--- config.mk ---
export PLATFORM = sky130hd
export DESIGN_NAME = renas_line_refill
export DESIGN_NICKNAME = d
export VERILOG_FILES = /design/src/rtl/AHB_package.sv /design/src/rtl/RVS192_package.sv /design/src/rtl/refill_line_buffer.sv /design/src/rtl/renas_line_refill.sv
export SDC_FILE = /design/constraint.sdc
export NUM_CORES = 1
export LEC_CHECK = 0
export BUFFER_PORTS_ARGS = -buffer_cell sky130_fd_sc_hd__buf_2
export CAP_MARGIN = 25
export CORE_ASPECT_RATIO = 1.5
export CORE_MARGIN = 5
export CORE_UTILIZATION = 40
export DETAILED_ROUTE_END_ITERATION = 16
export PLACE_DENSITY = 0.64
export SLEW_MARGIN = 20
export SYNTH_ARGS = -nofsm -noshare
export SYNTH_HDL_FRONTEND = slang
export SYNTH_SLANG_ARGS = --single-unit
--- constraint.sdc ---
create_clock -name clk_l2 -period 2.9 [get_ports clk_l2]
set_input_delay 0.58 -clock clk_l2 [delete_from_list [all_inputs] [get_ports clk_l2]]
set_output_delay 0.58 -clock clk_l2 [all_outputs]
set_load 0.005 [all_outputs]
--- src/rtl/AHB_package.sv ---
// AHB-lite bus bundles shared by renas masters and slaves.
// mas_send_type: master request; slv_send_type: slave response.
package AHB_package;

  localparam logic [1:0] HTRANS_IDLE   = 2'b00;
  localparam logic [1:0] HTRANS_NONSEQ = 2'b10;
  localparam logic [2:0] HSIZE_WORD    = 3'b010;

  typedef struct packed {
    logic [31:0] haddr;
    logic        hwrite;
    logic [31:0] hwdata;
    logic [1:0]  htrans;
    logic [2:0]  hsize;
  } mas_send_type;

  typedef struct packed {
    logic        hreadyout;
    logic [31:0] hrdata;
  } slv_send_type;

endpackage

--- src/rtl/RVS192_package.sv ---
// Shared RVS192 definitions: refill FSM states and line geometry.
// LINE_OFFSET_BITS is the byte-offset width of a default cache line.
package RVS192_package;

  localparam int REFILL_WORDS_PER_LINE = 4;
  localparam int LINE_OFFSET_BITS =
    $clog2(REFILL_WORDS_PER_LINE) + 2;

  typedef enum logic [2:0] {
    RF_IDLE,
    RF_WB_REQ,
    RF_WB_GAP,
    RF_RD_REQ,
    RF_RD_GAP,
    RF_DONE
  } refill_state_type;

endpackage

--- src/rtl/refill_line_buffer.sv ---
// WORDS x 32-bit line buffer: indexed word write, flat read-out.
// Ports: clk_l2, clr (sync clear), wr_en/wr_idx/wr_data, line.
module refill_line_buffer #(
  parameter int WORDS = 4
) (
  input  logic                     clk_l2,
  input  logic                     clr,
  input  logic                     wr_en,
  input  logic [$clog2(WORDS)-1:0] wr_idx,
  input  logic [31:0]              wr_data,
  output logic [32*WORDS-1:0]      line
);

  localparam int IW = $clog2(WORDS);

  always_ff @(posedge clk_l2) begin
    if (clr) begin
      line <= '0;
    end else begin
      for (int i = 0; i < WORDS; i++) begin
        if (wr_en && wr_idx == IW'(i))
          line[32*i +: 32] <= wr_data;
      end
    end
  end

endmodule

--- src/rtl/renas_line_refill.sv ---
// Line refill / victim write-back engine, L2 <-> renas memory D-side AHB.
// In: clk_l2, rst, miss_req/miss_addr, wb_valid/wb_addr/wb_line, mem_in.
// Out: busy, refill_done, refill_line, mem_hsel, mem_out.
// REFILL_CRITICAL_WORD_FIRST_EN: rotate reads to the missing word first,
// adds crit_valid/crit_word.
module renas_line_refill
  import RVS192_package::*;
  import AHB_package::*;
#(
  parameter int WORDS_PER_LINE = REFILL_WORDS_PER_LINE,
  parameter int GAP_CYCLES     = 2
) (
  input  logic                        clk_l2,
  input  logic                        rst,
  input  logic                        miss_req,
  input  logic [31:0]                 miss_addr,
  input  logic                        wb_valid,
  input  logic [31:0]                 wb_addr,
  input  logic [32*WORDS_PER_LINE-1:0] wb_line,
  output logic                        busy,
  output logic                        refill_done,
  output logic [32*WORDS_PER_LINE-1:0] refill_line,
  output logic                        mem_hsel,
  output mas_send_type                mem_out,
  input  slv_send_type                mem_in
`ifdef REFILL_CRITICAL_WORD_FIRST_EN
  ,
  output logic                        crit_valid,
  output logic [31:0]                 crit_word
`endif
);

  localparam int IW  = $clog2(WORDS_PER_LINE);
  localparam int OFF = LINE_OFFSET_BITS + IW
                     - $clog2(REFILL_WORDS_PER_LINE);
  localparam int GW  = $clog2(GAP_CYCLES);
  localparam logic [IW-1:0] LAST  = IW'(WORDS_PER_LINE - 1);
  localparam logic [GW-1:0] GLAST = GW'(GAP_CYCLES - 1);

  refill_state_type state;

  logic [IW-1:0]    cnt;
  logic [IW-1:0]    cnt_nx;
  logic [IW-1:0]    rd_idx;
  logic [IW-1:0]    rd_idx_nx;
  logic [IW-1:0]    idle_first;
  logic [IW-1:0]    rd_first;
  logic [GW-1:0]    gcnt;
  logic [31-OFF:0]  line_hi;
  logic [31-OFF:0]  wb_hi;
  logic [32*WORDS_PER_LINE-1:0] wb_buf;
  logic             wr_en;
  logic             unused_bits;

  assign cnt_nx = cnt + IW'(1);

`ifdef REFILL_CRITICAL_WORD_FIRST_EN
  logic [IW-1:0] crit;
  assign rd_idx     = crit + cnt;
  assign rd_idx_nx  = crit + cnt_nx;
  assign idle_first = miss_addr[OFF-1:2];
  assign rd_first   = crit;
`else
  assign rd_idx     = cnt;
  assign rd_idx_nx  = cnt_nx;
  assign idle_first = '0;
  assign rd_first   = '0;
`endif

  assign unused_bits = ^{miss_addr[OFF-1:0], wb_addr[OFF-1:0]};

  // Ready is only meaningful while a read request is on the bus.
  assign wr_en = (state == RF_RD_REQ) && mem_in.hreadyout && !rst;

  function automatic logic [31:0] word_addr(
    input logic [31-OFF:0] hi,
    input logic [IW-1:0]   i
  );
    return {hi, i, 2'b00};
  endfunction

  function automatic mas_send_type mk_req(
    input logic [31:0] a,
    input logic        w,
    input logic [31:0] d
  );
    mas_send_type r;
    r        = '0;
    r.haddr  = a;
    r.hwrite = w;
    r.hwdata = d;
    r.htrans = HTRANS_NONSEQ;
    r.hsize  = HSIZE_WORD;
    return r;
  endfunction

  always_ff @(posedge clk_l2) begin
    if (rst) begin
      state       <= RF_IDLE;
      cnt         <= '0;
      gcnt        <= '0;
      busy        <= 1'b0;
      refill_done <= 1'b0;
      mem_hsel    <= 1'b0;
      mem_out     <= '0;
      line_hi     <= '0;
      wb_hi       <= '0;
      wb_buf      <= '0;
`ifdef REFILL_CRITICAL_WORD_FIRST_EN
      crit        <= '0;
      crit_valid  <= 1'b0;
      crit_word   <= '0;
`endif
    end else begin
      refill_done <= 1'b0;
`ifdef REFILL_CRITICAL_WORD_FIRST_EN
      crit_valid  <= 1'b0;
`endif
      unique case (state)
        RF_IDLE: begin
          if (miss_req) begin
            line_hi  <= miss_addr[31:OFF];
            wb_hi    <= wb_addr[31:OFF];
            wb_buf   <= wb_line;
`ifdef REFILL_CRITICAL_WORD_FIRST_EN
            crit     <= idle_first;
`endif
            cnt      <= '0;
            busy     <= 1'b1;
            mem_hsel <= 1'b1;
            if (wb_valid) begin
              state   <= RF_WB_REQ;
              mem_out <= mk_req(word_addr(wb_addr[31:OFF], '0),
                                1'b1, wb_line[31:0]);
            end else begin
              state   <= RF_RD_REQ;
              mem_out <= mk_req(word_addr(miss_addr[31:OFF],
                                          idle_first),
                                1'b0, 32'h0);
            end
          end
        end
        RF_WB_REQ, RF_RD_REQ: begin
          if (mem_in.hreadyout) begin
            state    <= (state == RF_WB_REQ) ? RF_WB_GAP
                                             : RF_RD_GAP;
            gcnt     <= '0;
            mem_hsel <= 1'b0;
            mem_out  <= '0;
`ifdef REFILL_CRITICAL_WORD_FIRST_EN
            if (state == RF_RD_REQ && cnt == '0) begin
              crit_valid <= 1'b1;
              crit_word  <= mem_in.hrdata;
            end
`endif
          end
        end
        RF_WB_GAP, RF_RD_GAP: begin
          if (gcnt != GLAST) begin
            gcnt <= gcnt + GW'(1);
          end else begin
            // cnt_nx wraps to zero after the last word.
            cnt      <= cnt_nx;
            mem_hsel <= 1'b1;
            if (state == RF_WB_GAP) begin
              if (cnt == LAST) begin
                state   <= RF_RD_REQ;
                mem_out <= mk_req(word_addr(line_hi, rd_first),
                                  1'b0, 32'h0);
              end else begin
                state   <= RF_WB_REQ;
                mem_out <= mk_req(word_addr(wb_hi, cnt_nx), 1'b1,
                                  wb_buf[{cnt_nx, 5'd0} +: 32]);
              end
            end else if (cnt == LAST) begin
              state       <= RF_DONE;
              mem_hsel    <= 1'b0;
              refill_done <= 1'b1;
            end else begin
              state   <= RF_RD_REQ;
              mem_out <= mk_req(word_addr(line_hi, rd_idx_nx),
                                1'b0, 32'h0);
            end
          end
        end
        RF_DONE: begin
          state <= RF_IDLE;
          busy  <= 1'b0;
        end
        default: state <= RF_IDLE;
      endcase
    end
  end

  // A reset while busy keeps the partial line; an idle reset clears it.
  refill_line_buffer #(
    .WORDS(WORDS_PER_LINE)
  ) u_buf (
    .clk_l2  (clk_l2),
    .clr     (rst && !busy),
    .wr_en   (wr_en),
    .wr_idx  (rd_idx),
    .wr_data (mem_in.hrdata),
    .line    (refill_line)
  );

endmodule

==> results of run 1 <==
[worst max-delay path, cell delays in order (launching register included)]
cell and delay [ns]:
dfxtp_1 0.86, or3_4 0.28, nand2_2 0.40, a222oi_1 0.54, a211oi_2 0.12
[metrics by stage]
step | util, % | instance area (um2) | setup slack, ns | cells | total power, uW
after floorplan | - | 15600 | 0.217 | 1820 | 7170
after global placement | 46.6 | 18000 | 0.543 | 2602 | 7860
after detailed placement | 46.6 | 18000 | 0.509 | 2602 | 7900
after CTS | 49.9 | 19200 | 0.522 | 2671 | 12900
after global routing | 49.9 | 19200 | 0.347 | 2680 | 13300
final | 49.9 | 19200 | 0.526 | 2682 | 12800
[logic make-up after synthesis]
family | after synthesis | synth area share (%)
compound gates | 519 | 20.7
simple gates | 673 | 17.1
buf+inv | 170 | 5.52
xor+xnor | 1 | 0.0561
fa+ha+maj | 5 | 0.401
mux | 62 | 6.79
flops | 385 | 49.4
other cells | 1 | 0.0240
[sequential cells by signal (all words and copies together), names as in the netlist]
name,flops
busy,1
cnt,2
gcnt,1
line_hi,28
mem_hsel,1
mem_out,64
refill_done,1
state,3
u_buf.line,128
wb_buf,128
wb_hi,28
[worst min-delay path by stage]
stage                endpoint  slack [ns]
2_1_floorplan       wb_buf[0]        0.43
3_3_place_gp   u_buf.line[50]        0.44
3_5_place_dp   u_buf.line[50]        0.44
4_1_cts            wb_buf[88]        0.26
5_1_grt            wb_buf[61]        0.29
6_report          wb_buf[115]        0.28
[power by group through the flow]
stage	clock network [uW]	registers [uW]	logic (uW)
global route	5340	5890	2110
detailed placement	0	5970	1930
floorplan	0	5920	1250
CTS	5130	5860	1940
finish	5030	5860	1920
global placement	0	5960	1900
[synth_stat cells, drive strengths merged]
| library cell | n |
|---|---|
| a211oi | 61 |
| dfxtp | 385 |
| a211o | 1 |
| o21a | 2 |
| o211ai | 2 |
| ha | 5 |
| mux2 | 28 |
| conb | 1 |
| a21oi | 382 |
| and3 | 5 |
| mux4 | 32 |
| or3 | 2 |
| or3b | 1 |
| nand2b | 2 |
| a222oi | 28 |
| nand4bb | 1 |
| nand2 | 629 |
| a22oi | 32 |
| nand3b | 2 |
| nor4 | 2 |
| nor2 | 7 |
| and2 | 1 |
| or2 | 1 |
| mux2i | 2 |
| nand4 | 2 |
| nor3 | 3 |
| nor3b | 3 |
| nor4b | 2 |
| o211a | 2 |
| a21boi | 1 |
| o21ai | 8 |
| and4b | 1 |
| buf | 90 |
| clkbuf | 74 |
| inv | 6 |
| xor2 | 1 |
| nand3 | 9 |
[per-layer routing]
layer	up-vias	global-route usage [%]	part of all wire, %
met5	-	0	0.084
met4	8	8.81	3.5
met3	107	4.18	6.9
met2	523	38.6	51
met1	6874	26.4	38
li1	6892	-	-
[final cells by class]
cell class,instances,share of cell area [%]
flip-flops and latches,385,40.1
multi-input cells,1265,36.9
diodes,11,0.143
well taps,495,3.22
clock buffers,54,5.57
repair buffers,451,13.1
clock inverters,15,0.962
inverters,6,0.117
==> qor.yml, run 1 <==
floorplanning:
  ioPinCount: 430
  num_rows: 88
  coreArea_um2: 38500
  start_util_pct: 40.5
  die-area_um2: 43100
  die_width_um: 171
  fp.dieH_um: 252
sta:
  drv_slew: 0
  worstMarginPinSlew_ns: 1.06
  tns_ns: 0
  rsz0062_at_grt: "false"
  setup_viol_count_final: 0
  clock_skew_ns: 0.0187
  hold_viol: 0
  relSlewSlack_pct: 29.4
  finalCriticalPeriod_ns: 2.37
  hold_ws_ns: 0.285
  max_freq_mhz: 421
  period_share_pct: 81.9
job:
  cap_violations: 0
route:
  dr.pass1.iters: 5
  drc: 0
  dr.first_iter.drc_count: 1050
  totalWireLength_mm: 50.3
  wl_per_cell_um: 18.7
  detail-route-antenna-nets: 0
  avgViaCountPerCell: 5.37
  num_vias: 14400
placement:
  finalWeightedCongestion: 0.861
  dpl.hpwl_mm: 33.6
  port_buffers: 416
setup_path:
  cp_max_fo: 28
  start_kind: "register"
  crit_arrival_ns: 2.74
  cp.required_ns: 3.27
  path_class: "reg2reg"
  rrSetupSlack_ns: 0.53
  reg2reg_to: "mem_out[47]"
  crit_start: "state[2]"
  r2r-start: "state[2]"
  cp-end-kind: "register"
  endpoint: "mem_out[47]"
  r2r_cells: 4
power_and_ir_drop:
  power_density_nw_per_um2: 665
  clkPwrFrac_pct: 39.3
  internal_power_uw: 9350
  leakage_uw: 0.00775
  pwr-share-comb_pct: 15.0
  swShare_pct: 27.0
  power_frac_seq_pct: 45.8
  peakVddDrop_mv: 0.557
  p_sw_uw: 3450
synthesis:
  synthDistinctLibCells: 53
  synth_area_leaders: "dfxtp_1 (49%), nand2_1 (15%), a21oi_1 (12%)"
  synth_seq_area_share_pct: 49.4
  syn_area_per_cell_um2: 8.59
  netlist_instances: 1816
  synth_area_um2: 15600
  yosysTopAreaCell: "dfxtp_1"
  synth_warnings: 0
  ys_ff_latch: 385
  synth_top_area_share_pct: 49.4
clocking:
  clock_sinks: 385
  clk_pin_slew_worst_paths_ns: 0.07
  clk-insertion-delay-late_ns: 0.53
  root_buffer: "clkbuf_16"
  cts_resized: 0
  cts_tree: "built"
  htree_levels: 2
  cts_buffer_depth: 3
  numCtsBuffers: 38
  cts_setup_buffers: 0
  ctsHoldBuffers: 0
cells_and_area:
  final_common_cell: "nand2_1"
  drive_above_1_share_pct: 28.7
  register_area_um2: 7710
  mostFrequentLayoutCells: "nand2_1 (628), buf_2 (415), dfxtp_1 (384)"
  num-nets-final: 2381
  multi_input_area_um2: 7090
  fillers: 3735
  syn_to_final_growth_pct: 23.3
min_path:
  hold_class: "in2reg"
  hold_path_depth: 3
  worstHoldStart: "wb_line[115]"
grt:
  grt_pass1_vias: 13800
  grt_max_degree: 129
  grt_antenna_before_repair: 15
  grt_first_pass_wirelength_mm: 76.9
  overflow: 0
  grt_usage_pct: 22.0
run_status:
  status: "finished, final reports clean"
Note: power is estimated with default switching activity, not from simulation.
==> run 2, diff against run 1 <==
Clock period 2.9 ns to 2.4 ns, I/O delays scaled along.
==> run 2 against run 1 <==
Effect of this change: critical path depth grew 1; via count fell by 0.39%; cell count rose by 0.67%; hold slack lost 0.096 ns; sequential share of layout area down 0.59 points; non-clock buffer count is 16 higher; clock power increased by 21%; total power rose by 22%; largest power group unchanged.
==> qor.yml, run 2 (same netlist as run 1, synthesis figures left out) <==
run_status:
  status: "finished, final reports clean"
setup_path:
  cp-end-kind: "register"
  r2r_cells: 5
  start_kind: "register"
  cp_max_fo: 26
  worstPathCellList: "nand2b_1 -> nor3_4 -> buf_4 -> a222oi_1 -> a211oi_1"
  cp.required_ns: 2.83
  crit_arrival_ns: 2.65
  cpPeakStageDelay_ns: 0.72
  path_class: "reg2reg"
  reg2reg_to: "mem_out[58]"
  r2r-start: "state[1]"
  cpMaxStageDelayCell: "dfxtp_1"
  rrSetupSlack_ns: 0.18
sta:
  worstMarginPinSlew_ns: 0.764
  rsz0062_at_grt: "false"
  setup_viol_count_final: 0
  period_share_pct: 92.3
  hold_viol: 0
  drv_slew: 0
  max_freq_mhz: 451
  relSlewSlack_pct: 49.1
  tns_ns: 0
  finalCriticalPeriod_ns: 2.22
  clock_skew_ns: 0.0254
  layout_setup_ws_ns: 0.184
cells_and_area:
  final_common_cell: "nand2_1"
  largestRegisters: "u_buf.line x128, wb_buf x128, mem_out x64"
  drive_above_1_share_pct: 29.2
  final_area_um2: 19500
  register_area_um2: 7710
  multi_input_area_um2: 7090
  num-nets-final: 2398
  fillers: 3749
  mostFrequentLayoutCells: "nand2_1 (628), buf_2 (415), dfxtp_1 (384)"
  syn_to_final_growth_pct: 25.2
grt:
  grt_usage_pct: 21.8
  grt_antenna_before_repair: 15
  overflow: 0
  grt_first_pass_wirelength_mm: 76.2
  grt_pass1_vias: 14200
  grt_max_degree: 143
floorplanning:
  die_width_um: 171
  start_util_pct: 40.5
  num_rows: 88
  fp.dieH_um: 252
  coreArea_um2: 38500
  die-area_um2: 43100
  ioPinCount: 430
clocking:
  root_buffer: "clkbuf_16"
  clock_sinks: 385
  cts_resized: 0
  clk-insertion-delay-late_ns: 0.53
  cts_tree: "built"
  cts_buffer_depth: 3
  cts_setup_buffers: 0
  htree_levels: 2
  ctsHoldBuffers: 0
  numCtsBuffers: 39
  clk_pin_slew_worst_paths_ns: 0.06
min_path:
  hold_class: "in2reg"
  hold_path_depth: 3
  worstHoldStart: "wb_line[93]"
  hold_end: "wb_buf[93]"
placement:
  finalWeightedCongestion: 0.831
  placed_area_um2: 18200
  place_ws_ns: 0.264
  port_buffers: 416
  dpl.hpwl_mm: 34.5
route:
  num_vias: 14300
  detail-route-antenna-nets: 0
  drc: 0
  dr.pass1.iters: 6
  totalWireLength_mm: 49.9
  wl_per_cell_um: 18.5
  avgViaCountPerCell: 5.31
  dr.first_iter.drc_count: 1003
power_and_ir_drop:
  power_density_nw_per_um2: 798
  peakVddDrop_mv: 0.588
  total_power_uw: 15600
  leakage_uw: 0.00788
job:
  cap_violations: 0
-- run 2: cell types whose count changed in the layout (fill, tap and decap cells not counted), moves of 2 or more --
cell,delta
buf_4,+4
clkinv_2,-2
bufinv_16,-2
clkbuf_8,+4
buf_12,+12
diode_2,+2
clkbuf_16,+2
-- run 2: final cells by class --
| class | count | area share, % |
|---|---|---|
| sequential | 385 | 39.5 |
| multi-input combinational | 1265 | 36.3 |
| timing repair buffer | 467 | 14.3 |
| clock buffer | 59 | 5.96 |
| tap | 495 | 3.17 |
| clock inverter | 10 | 0.557 |
| antenna | 13 | 0.167 |
| inverter | 6 | 0.115 |
-- run 2: power breakdown --
group	internal [uW]	total, uW	switching [uW]
clock	3570	6080	2510
sequential	6830	7080	256
combinational	1010	2420	1410
-- run 2: how the worst max path moves through the flow --
stage | slack [ns] | startpoint | endpoint | cells past startpoint
3_3_place_gp | 0.31 | cnt[1] | mem_out[29] | 6
2_1_floorplan | 0.02 | cnt[0] | mem_out[31] | 9
4_1_cts | 0.22 | state[1] | mem_out[58] | 5
5_1_grt | 0.07 | state[1] | mem_out[57] | 5
3_5_place_dp | 0.26 | state[1] | mem_out[58] | 5
6_report | 0.18 | state[1] | mem_out[58] | 5
-- run 2: worst max-delay path, delay by kind of cell (launching register included) --
family	cells	cell delay (ns)
compound gates	2	0.44
flops	1	0.72
buf+inv	1	0.39
simple gates	2	0.55
-- run 2: per-layer routing --
metal	vias up	GRT usage, %	wire (um)
met1	6795	25.0	18800
met2	506	39.0	25500
met5	-	0	28
li1	6930	-	-
met4	4	9.88	2150
met3	113	4.29	3450
-- run 2: metrics by stage --
step,cells,hold WS [ns],utilization (%)
after floorplan,1820,0.433,-
after global placement,2618,0.438,47.3
after detailed placement,2618,0.443,47.3
after CTS,2687,0.159,50.6
after global routing,2698,0.177,50.7
final,2700,0.188,50.7
==> run 3, diff against run 2 <==
Settings changed: BUFFER_PORTS_ARGS -buffer_cell sky130_fd_sc_hd__buf_2 to not set, DONT_BUFFER_PORTS set to 1, PLACE_DENSITY 0.64 to 0.54.
==> run 3 against run 2 <==
Effect of this change: worst setup slack gained 0.032 ns; largest cell class unchanged; clock skew is 0.013 ns lower; cell count down 16%; first-iteration DRC count shrank 20%; combinational power fell by 22%; critical endpoint is now mem_out[19]; routed wire length down 2.5%; global-route usage decreased by 0.36 points; non-clock buffer count fell by 422; fmax grew 1.5%; critical path depth increased by 1; register-to-register slack better by 0.03 ns; utilization down 5.7 points.
==> qor.yml, run 3 (same netlist as run 1, synthesis figures left out) <==
run_status:
  status: "finished, final reports clean"
floorplanning:
  fp.dieH_um: 252
  coreArea_um2: 38500
  die-area_um2: 43100
  die_width_um: 171
  ioPinCount: 430
  start_util_pct: 40.5
  num_rows: 88
clocking:
  numCtsBuffers: 38
  htree_levels: 2
  cts_tree: "built"
  cts_setup_buffers: 0
  clk_pin_slew_worst_paths_ns: 0.06
  clk-insertion-delay-late_ns: 0.53
  ctsHoldBuffers: 0
  root_buffer: "clkbuf_16"
  cts_buffer_depth: 3
  cts_resized: 0
  clock_sinks: 385
min_path:
  hold_class: "in2reg"
sta:
  clock_skew_ns: 0.0122
  relSlewSlack_pct: 42.9
  tns_ns: 0
  drv_slew: 0
  rsz0062_at_grt: "false"
  worstMarginPinSlew_ns: 0.852
  finalCriticalPeriod_ns: 2.18
  max_freq_mhz: 458
  setup_viol_count_final: 0
  hold_ws_ns: 0.0341
  hold_viol: 0
  period_share_pct: 91.0
cells_and_area:
  antenna_cells: 0
  mostFrequentLayoutCells: "nand2_1 (628), dfxtp_1 (384), a21oi_1 (381)"
  largestRegisters: "u_buf.line x128, wb_buf x128, mem_out x64"
  final_common_cell: "nand2_1"
  syn_to_final_growth_pct: 11.2
  drive_above_1_share_pct: 12.2
  num-nets-final: 1975
route:
  wl_per_cell_um: 21.5
  dr.first_iter.drc_count: 799
  num_vias: 12600
  drc: 0
  detail-route-antenna-nets: 0
  dr.pass1.iters: 5
  totalWireLength_mm: 48.7
  avgViaCountPerCell: 5.59
setup_path:
  cp.required_ns: 2.78
  start_kind: "register"
  cp-end-kind: "register"
  cp_max_fo: 6
  path_class: "reg2reg"
  crit_arrival_ns: 2.57
  cpMaxStageDelayCell: "mux4_2"
  worstPathCellList: "inv_1 -> ha_2 -> buf_4 -> mux4_2 -> a22oi_1 -> a211oi_2"
  cpPeakStageDelay_ns: 0.52
power_and_ir_drop:
  peakVddDrop_mv: 0.658
  total_power_uw: 15100
  leakage_uw: 0.00591
  power_density_nw_per_um2: 868
placement:
  dpl.hpwl_mm: 32.3
  finalWeightedCongestion: 0.816
  port_buffers: 0
grt:
  grt_first_pass_wirelength_mm: 73.8
  grt_usage_pct: 21.5
  overflow: 0
  grt_pass1_vias: 12300
  grt_max_degree: 256
  grt_antenna_before_repair: 0
job:
  cap_violations: 0
## run 3: final cells by class
| cell class | instances | area [um2] |
|---|---|---|
| Clock inverter | 8 | 95.1 |
| Timing Repair Buffer | 45 | 663 |
| Sequential cell | 385 | 7710 |
| Multi-Input combinational cell | 1265 | 7090 |
| Clock buffer | 58 | 1150 |
| Inverter | 6 | 22.5 |
| Tap cell | 495 | 619 |
| Fill cell | 3839 | 21200 |
## run 3: power breakdown
part	switching (uW)	total, uW	internal, uW	leakage, uW
Combinational	1110	1880	772	0.00216
Sequential	337	7160	6830	0.00314
Clock	2500	6010	3520	0.000606
## run 3: path summary, 6_finish.rpt
check / start / end / slack [ns] / depth (start not counted)
setup / recovery: cnt[1] / mem_out[19] / 0.22 / 6
hold / removal: rst / wb_hi[18] / 0.03 / 1
setup reg to reg: cnt[1] / mem_out[19] / 0.22 / 6
hold reg to reg: wb_buf[98] / wb_buf[98] / 0.45 / 2
## run 3: through the flow
step           setup slack [ns]  instance area [um2]  cells  utilization [%]
2_1_floorplan            0.0224                15600   1820                -
3_3_place_gp              0.203                16100   2196             41.8
3_5_place_dp              0.223                16100   2196             41.8
4_1_cts                   0.191                17400   2262             45.0
5_1_grt                  0.0572                17400   2262             45.0
6_report                  0.216                17400   2262             45.0
## run 3: worst max-delay path: cells and delay by family (launching register included)
kind                       cells  cell delay, ns
AOI/OAI and AO/OA              2            0.32
buffers and inverters          2            0.34
DFF                            1            0.37
adders and majority gates      1            0.48
muxes                          1            0.52
## run 3: routing by layer
| metal | part of all wire (%) | GRT usage (%) | vias to the layer above |
|---|---|---|---|
| met2 | 50 | 37.1 | 420 |
| met5 | 0 | 0 | - |
| li1 | - | - | 6069 |
| met3 | 9.5 | 7.45 | 83 |
| met1 | 37 | 24.5 | 6076 |
| met4 | 3.3 | 7.57 | 0 |
